--- src/rtl/complex_coef_apply_pkg.sv ---
// complex_coef_apply_pkg
//   Shared widths, the unity coefficient and sc16 field helpers for the
//   one-tap complex equaliser (complex_coef_apply).
//   sc16 layout: I in [31:16], Q in [15:0], both two's complement.
package complex_coef_apply_pkg;

  localparam int SC16_W      = 16;
  localparam int SC16_PAIR_W = 32;
  localparam int MUL_W       = 32;  // one 16x16 signed product
  localparam int PROD_W      = 33;  // sum/difference of two products, no overflow

  // 0x7FFF in Q1.15 is the closest representable value to 1.0 + 0j
  localparam logic [SC16_PAIR_W-1:0] UNITY_COEF = 32'h7FFF_0000;

  function automatic logic signed [SC16_W-1:0] sc16_i(input logic [SC16_PAIR_W-1:0] word);
    return $signed(word[SC16_PAIR_W-1:SC16_W]);
  endfunction

  function automatic logic signed [SC16_W-1:0] sc16_q(input logic [SC16_PAIR_W-1:0] word);
    return $signed(word[SC16_W-1:0]);
  endfunction

endpackage

--- src/rtl/complex_coef_apply_round_sat.sv ---
// sc16_round_sat
//   Final stage of one lane: arithmetic shift right by SHIFT of a 33-bit value
//   that already carries the rounding offset, then saturation to 16 bits.
//   Ports:
//     din   in  33  rounded full-precision lane value (signed)
//     dout  out 16  saturated result
//     sat   out 1   result was clamped
module sc16_round_sat
  import complex_coef_apply_pkg::*;
#(
  parameter int SHIFT = 15
) (
  input  logic signed [PROD_W-1:0] din,
  output logic        [SC16_W-1:0] dout,
  output logic                     sat
);

  localparam logic signed [PROD_W-1:0] MAX_V = 33'sd32767;
  localparam logic signed [PROD_W-1:0] MIN_V = -33'sd32768;

  logic signed [PROD_W-1:0] shifted;

  assign shifted = din >>> SHIFT;

  // Clamp the shifted value into the sc16 range and flag when clamping occurs
  always_comb begin
    dout = shifted[SC16_W-1:0];
    sat  = 1'b0;
    if (shifted > MAX_V) begin
      dout = 16'h7FFF;
      sat  = 1'b1;
    end else if (shifted < MIN_V) begin
      dout = 16'h8000;
      sat  = 1'b1;
    end else begin
      dout = shifted[SC16_W-1:0];
      sat  = 1'b0;
    end
  end

endmodule

--- src/rtl/complex_coef_apply.sv ---
// complex_coef_apply
//   One-tap complex equaliser: y = x * c on sc16 samples, with the coefficient
//   switched only at packet starts. 3-stage pipeline (multiply, add+round,
//   shift+saturate), 1 sample/cycle, 3-cycle latency.
//   Optional feature macro: COMPLEX_COEF_APPLY_SAT_CNT_EN adds the sat_count port.
//   Ports:
//     clk, reset, clear            clock, sync active-high reset, sync flush
//     c_tdata/c_tvalid/c_tready    coefficient stream (sc16)
//     i_tdata/i_tlast/i_tvalid/i_tready  sample stream in
//     o_tdata/o_tlast/o_tvalid/o_tready  product stream out
//     sat_count                    saturated output word count (macro only)
module complex_coef_apply
  import complex_coef_apply_pkg::*;
#(
  parameter int SHIFT = 15
) (
  input  logic                   clk,
  input  logic                   reset,
  input  logic                   clear,
  input  logic [SC16_PAIR_W-1:0] c_tdata,
  input  logic                   c_tvalid,
  output logic                   c_tready,
  input  logic [SC16_PAIR_W-1:0] i_tdata,
  input  logic                   i_tlast,
  input  logic                   i_tvalid,
  output logic                   i_tready,
  output logic [SC16_PAIR_W-1:0] o_tdata,
  output logic                   o_tlast,
  output logic                   o_tvalid,
  input  logic                   o_tready
`ifdef COMPLEX_COEF_APPLY_SAT_CNT_EN
  ,
  output logic [15:0]            sat_count
`endif
);

  localparam logic signed [PROD_W-1:0] ROUND_ADD =
    $signed({{(PROD_W-1){1'b0}}, 1'b1} << (SHIFT - 1));

  logic flush;
  logic en;
  logic accept;
  logic [SC16_PAIR_W-1:0] active_coef;
  logic [SC16_PAIR_W-1:0] pend_coef;
  logic pend_vld;
  logic sof;
  logic [SC16_PAIR_W-1:0] coef_sel;
  logic signed [SC16_W-1:0] x_i, x_q, c_i, c_q;

  logic s1_vld, s1_last;
  logic signed [MUL_W-1:0] ac, bd, ad, bc;
  logic s2_vld, s2_last;
  logic signed [PROD_W-1:0] s2_i, s2_q;
  logic [SC16_W-1:0] res_i, res_q;
  logic sat_i, sat_q;

  assign flush    = reset | clear;
  assign en       = ~o_tvalid | o_tready;
  assign i_tready = en;
  assign accept   = i_tvalid & en;
  assign c_tready = ~pend_vld;

  // A packet's first sample picks up a pending coefficient in the same cycle it is swapped in
  assign coef_sel = (sof & pend_vld) ? pend_coef : active_coef;

  assign x_i = sc16_i(i_tdata);
  assign x_q = sc16_q(i_tdata);
  assign c_i = sc16_i(coef_sel);
  assign c_q = sc16_q(coef_sel);

  // Coefficient staging and packet-start tracking
  always_ff @(posedge clk) begin
    if (flush) begin
      active_coef <= UNITY_COEF;
      pend_coef   <= 32'h0000_0000;
      pend_vld    <= 1'b0;
      sof         <= 1'b1;
    end else begin
      // the two branches are exclusive: a coef can only land while nothing is pending
      if (c_tvalid & c_tready) begin
        pend_coef <= c_tdata;
        pend_vld  <= 1'b1;
      end else if (accept & sof & pend_vld) begin
        active_coef <= pend_coef;
        pend_vld    <= 1'b0;
      end
      if (accept) begin
        sof <= i_tlast;
      end
    end
  end

  // S1: four partial products
  always_ff @(posedge clk) begin
    if (flush) begin
      s1_vld  <= 1'b0;
      s1_last <= 1'b0;
      ac      <= 32'sd0;
      bd      <= 32'sd0;
      ad      <= 32'sd0;
      bc      <= 32'sd0;
    end else if (en) begin
      s1_vld  <= i_tvalid;
      s1_last <= i_tlast;
      ac      <= MUL_W'(x_i) * MUL_W'(c_i);
      bd      <= MUL_W'(x_q) * MUL_W'(c_q);
      ad      <= MUL_W'(x_i) * MUL_W'(c_q);
      bc      <= MUL_W'(x_q) * MUL_W'(c_i);
    end
  end

  // S2: complex combine plus half-LSB rounding offset
  always_ff @(posedge clk) begin
    if (flush) begin
      s2_vld  <= 1'b0;
      s2_last <= 1'b0;
      s2_i    <= 33'sd0;
      s2_q    <= 33'sd0;
    end else if (en) begin
      s2_vld  <= s1_vld;
      s2_last <= s1_last;
      s2_i    <= PROD_W'(ac) - PROD_W'(bd) + ROUND_ADD;
      s2_q    <= PROD_W'(ad) + PROD_W'(bc) + ROUND_ADD;
    end
  end

  sc16_round_sat #(.SHIFT(SHIFT)) u_sat_i (.din(s2_i), .dout(res_i), .sat(sat_i));
  sc16_round_sat #(.SHIFT(SHIFT)) u_sat_q (.din(s2_q), .dout(res_q), .sat(sat_q));

  // S3: registered output word, held while the consumer stalls
  always_ff @(posedge clk) begin
    if (flush) begin
      o_tvalid <= 1'b0;
      o_tdata  <= 32'h0000_0000;
      o_tlast  <= 1'b0;
    end else if (en) begin
      o_tvalid <= s2_vld;
      o_tdata  <= {res_i, res_q};
      o_tlast  <= s2_last;
    end
  end

`ifdef COMPLEX_COEF_APPLY_SAT_CNT_EN
  logic out_sat;

  // Saturation flag travelling with the output word
  always_ff @(posedge clk) begin
    if (flush) begin
      out_sat <= 1'b0;
    end else if (en) begin
      out_sat <= sat_i | sat_q;
    end
  end

  // Sticky-at-max count of delivered words that clipped
  always_ff @(posedge clk) begin
    if (flush) begin
      sat_count <= 16'h0000;
    end else if (o_tvalid & o_tready & out_sat & (sat_count != 16'hFFFF)) begin
      sat_count <= sat_count + 16'd1;
    end
  end
`else
  logic [1:0] unused_sat;
  assign unused_sat = {sat_i, sat_q};
`endif

endmodule

--- config.mk ---
export PLATFORM = sky130hd
export DESIGN_NAME = complex_coef_apply
export DESIGN_NICKNAME = d
export VERILOG_FILES = /design/src/rtl/complex_coef_apply_pkg.sv /design/src/rtl/complex_coef_apply_round_sat.sv /design/src/rtl/complex_coef_apply.sv
export SDC_FILE = /design/constraint.sdc
export NUM_CORES = 2
export LEC_CHECK = 0
export BUFFER_PORTS_ARGS = -buffer_cell sky130_fd_sc_hd__clkbuf_2
export CAP_MARGIN = 25
export CORE_MARGIN = 4
export CORE_UTILIZATION = 55
export DETAILED_ROUTE_END_ITERATION = 16
export PLACE_DENSITY = 0.74
export SETUP_SLACK_MARGIN = 0.4
export SLEW_MARGIN = 15
export SYNTH_ARGS = -nofsm -noshare
export SYNTH_HDL_FRONTEND = slang
export SYNTH_HIERARCHICAL = 1
export SYNTH_SLANG_ARGS = --single-unit
export TNS_END_PERCENT = 100
--- constraint.sdc ---
create_clock -name clk -period 6.6 [get_ports clk]
set_clock_uncertainty 0.15 [all_clocks]
set_input_delay 0.33 -clock clk [delete_from_list [all_inputs] [get_ports clk]]
set_output_delay 0.33 -clock clk [all_outputs]
set_load 0.03 [all_outputs]
After elaboration in Yosys (flattened, before gate mapping)
Index checks and enable logic that the tools add are counted.
{"block": "word_totals", "ff_bits": 298, "latch_bits": 0, "ram_bits": 0, "rom_bits": 0, "out_inout_bits": 36, "word_cells": 48, "memories": 0}
{"block": "classes", "n_addsub": 4, "mul": 4, "n_div": 0, "order_cmp": 4, "n_eq_ne": 0, "shift": 0, "muxes": 7, "bitwise": 10, "n_reduce_logical": 2}
{"cell": "$mul A16 B16 Y32", "count": 4}
{"cell": "$add A33 B16 Y33 const B", "count": 2}
{"cell": "$mux W16", "count": 4}
{"cell": "$gt A18 B16 Y1 const B", "count": 2}
{"cell": "$lt A18 B16 Y1 const B", "count": 2}
{"cell": "$add A32 B32 Y33", "count": 1}
{"cell": "$sub A32 B32 Y33", "count": 1}
{"cell": "$mux W32", "count": 1}
{"cell": "$and A1 B1 Y1", "count": 5}
{"cell": "$not A1 Y1", "count": 3}
{"cell": "$mux W1", "count": 2}
{"cell": "$or A1 B1 Y1", "count": 2}
{"cell": "$reduce_and A2 Y1", "count": 1}
{"cell": "$reduce_bool A2 Y1", "count": 1}

Logic depth before layout (Yosys ltp)
{"block": "logic_depth", "word_depth": 7, "ltp_mapped": 29}

Cells and area by module
Netlist, hierarchy kept.
{"module": "complex_coef_apply", "instances": 1, "cells_per_inst": 6087, "area_each_um2": 53342.4, "seq_area_each_um2": 5965.7}
{"module": "sc16_round_sat", "instances": 2, "cells_per_inst": 57, "area_each_um2": 332.8, "seq_area_each_um2": 0.0}

Least setup slack after synthesis
Ideal clock, no wire load.
{"block": "synth_timing", "kind": "reg2reg", "startpoint": "register pend_vld", "endpoint": "register bc[31]", "setup_time_ns": 0.095, "arrival_time_ns": 7.049, "slack_ns": -0.695, "path_stages_with_launch": 25, "period_less_slack_ns": 7.295, "cell_sequence": "dfxtp_1 > nand2_1 > clkbuf_1 > mux2_2 > clkbuf_1 > nand2_1 > inv_1 > fa_1 > fa_1 > fa_1 > fa_1 > fa_1 > inv_1 > fa_1 > inv_1 > ha_1 > a21o_1 > a21o_1 > a21o_1 > a21o_1 > a21o_1 > a41o_1 > a21oi_1 > mux2i_1 > a221oi_1"}
{"block": "synth_via", "elab_chain_len": 3}
{"element": "from (decl)", "line_no": "complex_coef_apply.sv:45", "source": "logic pend_vld;"}
{"element": "from (signal assigned)", "line_no": "complex_coef_apply.sv:76", "source": "pend_vld <= 1'b0;"}
{"element": "from (signal assigned)", "line_no": "complex_coef_apply.sv:82", "source": "pend_vld <= 1'b1;"}
{"element": "from (signal assigned)", "line_no": "complex_coef_apply.sv:85", "source": "pend_vld <= 1'b0;"}
{"element": "$and A1 B1 Y1", "line_no": "complex_coef_apply.sv:64", "source": "assign coef_sel = (sof & pend_vld) ? pend_coef : active_coef;"}
{"element": "$mux W32", "line_no": "complex_coef_apply.sv:64"}
{"element": "$mul A16 B16 Y32", "line_no": "complex_coef_apply.sv:108", "source": "bc <= MUL_W'(x_q) * MUL_W'(c_i);"}
{"element": "to (signal assigned)", "line_no": "complex_coef_apply.sv:108"}
{"element": "to (decl)", "line_no": "complex_coef_apply.sv:51", "source": "logic signed [MUL_W-1:0] ac, bd, ad, bc;"}
Every way passes these cells.
A chain may end at the register's enable or synchronous reset.

Final worst setup path
{"block": "layout_timing", "startpoint": "register pend_vld", "endpoint": "register bc[30]"}
The elaborated chain is that of the path after synthesis.

==> Flow_metrics.wiki <==
{| class="wikitable"
! Metric !! Value
|-
| Worst setup slack after placement || -386 ps
|-
| Register-to-Register Path Depth || 22
|-
| Slew @ Worst Pin || 1040 ps
|-
| Number of nets in the finished design || about 8000
|-
| TritonCTS clock tree || done
|-
| Shortest period the worst path allows || 6810 ps
|-
| Number of sinks handled by clock tree synthesis || around 270
|-
| Die Footprint || just over 100000 um2
|-
| Half-perimeter wire length after placement || 117 mm
|-
| RSZ-0062 raised after global routing || yes
|-
| Cell total after placement || about 7600
|-
| Total number of yosys warnings || 6
|-
| Reg-to-reg slack, setup || -210 ps
|-
| Buffer cell driving the clock tree root || sky130_fd_sc_hd__clkbuf_16
|-
| Growth of design area from synthesis to finish || 19.7%
|-
| Final routed wirelength across all metal layers || 157 mm
|-
| R2R Path Start || pend_vld
|-
| Routed length per placed instance || just over 20 um
|-
| Maximum number of pins on one net before global-route repair || 81
|-
| Reg clk slew, reported paths || approximately 70 ps
|-
| Vias/cell || 5.61
|-
| Number of buffers created by CTS || 35
|-
| Peak fanout along the critical path || 8
|-
| Critical hold path startpoint || o_tready
|-
| Terminus of the critical flop-to-flop path || bc[30]
|-
| Tightest Hold Check Type || in2reg
|-
| Count of placed standard cells in the final layout, fillers left out || 7762
|-
| Global routing usage summed across all routing layers || 31.1%
|-
| Count of input and output buffers || 106
|-
| Residual antenna-violating net count after detailed routing || 0
|-
| WP data required || 6940 ps
|-
| Final Setup Violations || 36
|-
| Number of cell rows || ~110
|-
| Depth of the worst hold-timing path || 5
|-
| Run status || complete, but fails checks
|-
| Total standard cell area after synthesis || 52600 um2
|-
| Total nets after synthesis || 7598
|-
| Final worst-path setup slack || -214 ps
|-
| Max Cap Viol || 0
|-
| Final cycle utilization of the critical path || 103%
|-
| Via count of the first global-routing pass || about 45000
|-
| Fraction of final layout cells with drive strength greater than 1 || 18.5%
|-
| Die width || around 320 um
|-
| Worst min-delay path endpoint || o_tdata[2]
|-
| Arrival time of the worst setup path || 7150 ps
|-
| Vias || 43514
|-
| Number of standard cells after synthesis || around 6000
|-
| Chip Height || 317 um
|-
| Router iterations before antenna repair || 6
|-
| Initial antenna violation count || 6
|-
| Global-route wire length before repair || around 250 mm
|-
| Crit start category || flop
|-
| CP Capture Type || flop
|-
| Starting density of the core || 55.4%
|-
| Count of routing violations after the opening detailed-route iteration || 3580
|-
| Clock tree buffer depth || 3
|-
| Clock latency at the later pin of the worst-skew pair || slightly below 600 ps
|-
| Number of max-slew violations in the final report || 0
|-
| Fmax || 147 MHz
|-
| Core Footprint || 95000 um2
|-
| Avg Inst Size Synth || 8.73 um2
|-
| Violated checks || negative setup slack
|-
| Total DRC errors in the routed layout || 0
|-
| Remaining Overflow, GRT || 0
|-
| Worst slew slack as a fraction of its limit || 30.6%
|-
| Type of the setup path with the least slack || reg2reg
|-
| Final number of hold-violating endpoints || 0
|-
| CTS H-tree lvls || 2
|-
| Placer congestion estimate || 0.943
|-
| Top Ports || roughly 110
|}
-- timing repair --
action,CTS,global route
endpoints found under the hold margin,35,0
gates resized for setup,174,377
setup buffers,23,67
hold buffers,36,0
endpoints found under the setup margin,76,81
pin swaps,93,277
cloned,8,6
-- sequential cells by signal (all words and copies together) (netlist names), 32 cells and up --
name and flops:
pend_coef 32, ac 32, o_tdata 32, ad 32, bc 32, active_coef 32, bd 32
-- cell type report --
cell class / count / area, um2
Antenna cell: 3 / 7.51
Clock buffer: 44 / 980
Clock inverter: 19 / 245
Fill cell: 7229 / 32100
Inverter: 1197 / 4500
Multi-Input combinational cell: 4257 / 43900
Sequential cell: 268 / 5380
Tap cell: 1265 / 1580
Timing Repair Buffer: 709 / 6340
-- layout by cell type, fill, tap and decap left out, types with 57 or more instances in the layout --
| master | instances |
|---|---|
| sky130_fd_sc_hd__a21o_1 | 77 |
| sky130_fd_sc_hd__a21oi_1 | 248 |
| sky130_fd_sc_hd__a21oi_2 | 57 |
| sky130_fd_sc_hd__and2_1 | 408 |
| sky130_fd_sc_hd__buf_12 | 57 |
| sky130_fd_sc_hd__buf_4 | 435 |
| sky130_fd_sc_hd__clkbuf_2 | 106 |
| sky130_fd_sc_hd__dfxtp_1 | 264 |
| sky130_fd_sc_hd__fa_1 | 1003 |
| sky130_fd_sc_hd__ha_1 | 398 |
| sky130_fd_sc_hd__inv_1 | 1145 |
| sky130_fd_sc_hd__nand2_1 | 920 |
| sky130_fd_sc_hd__nor2_1 | 156 |
| sky130_fd_sc_hd__nor2b_1 | 74 |
| sky130_fd_sc_hd__o21ai_0 | 68 |
| sky130_fd_sc_hd__xnor2_1 | 93 |
-- per-stage QoR --
step	utilization [%]	area, um2	hold slack (ps)	setup TNS (ps)
final	66.3	63000	176	-3110
after CTS	64.0	60800	151	-1730
after global routing	66.3	62900	188	-12830
after floorplan	-	53100	275	0
after detailed placement	61.1	58100	294	-8550
after global placement	61.1	58000	288	-4520
-- critical path, stage by stage, from the launching register on --
cell	delay [ps]
sky130_fd_sc_hd__dfxtp_4	380
sky130_fd_sc_hd__nand2_8	100
sky130_fd_sc_hd__buf_12	150
sky130_fd_sc_hd__mux2_4	390
sky130_fd_sc_hd__and2_4	190
sky130_fd_sc_hd__fa_1	550
sky130_fd_sc_hd__inv_1	70
sky130_fd_sc_hd__fa_2	580
sky130_fd_sc_hd__fa_1	400
sky130_fd_sc_hd__fa_1	490
sky130_fd_sc_hd__inv_1	50
sky130_fd_sc_hd__fa_1	460
sky130_fd_sc_hd__fa_1	580
sky130_fd_sc_hd__ha_4	220
sky130_fd_sc_hd__a21o_1	170
sky130_fd_sc_hd__a221o_1	350
sky130_fd_sc_hd__a31o_4	240
sky130_fd_sc_hd__a31o_4	250
sky130_fd_sc_hd__nand4_1	110
sky130_fd_sc_hd__a21oi_1	80
sky130_fd_sc_hd__a211o_1	280
sky130_fd_sc_hd__a2111o_1	380
sky130_fd_sc_hd__o211ai_1	90
-- routing by layer --
metal / vias up / wire, um / GRT usage, %
met5: - / 0 / 0
met4: 0 / 9880 / 15.5
met3: 502 / 14800 / 5.25
met2: 2116 / 71800 / 48.8
met1: 21720 / 60500 / 42.1
li1: 19176 / - / -
-- how the worst max path moves through the flow --
stage	cells past startpoint	slack, ps	startpoint	end
floorplan	23	40	pend_vld	bc[30]
global placement	25	-320	sof	bd[31]
detailed placement	24	-390	sof	bd[31]
CTS	24	-160	pend_vld	bc[30]
global route	26	-390	pend_vld	ac[24]
finish	22	-210	pend_vld	bc[30]
Power is not shown: default switching activity piles up to over one toggle a cycle in this logic, so the estimate is an artifact.
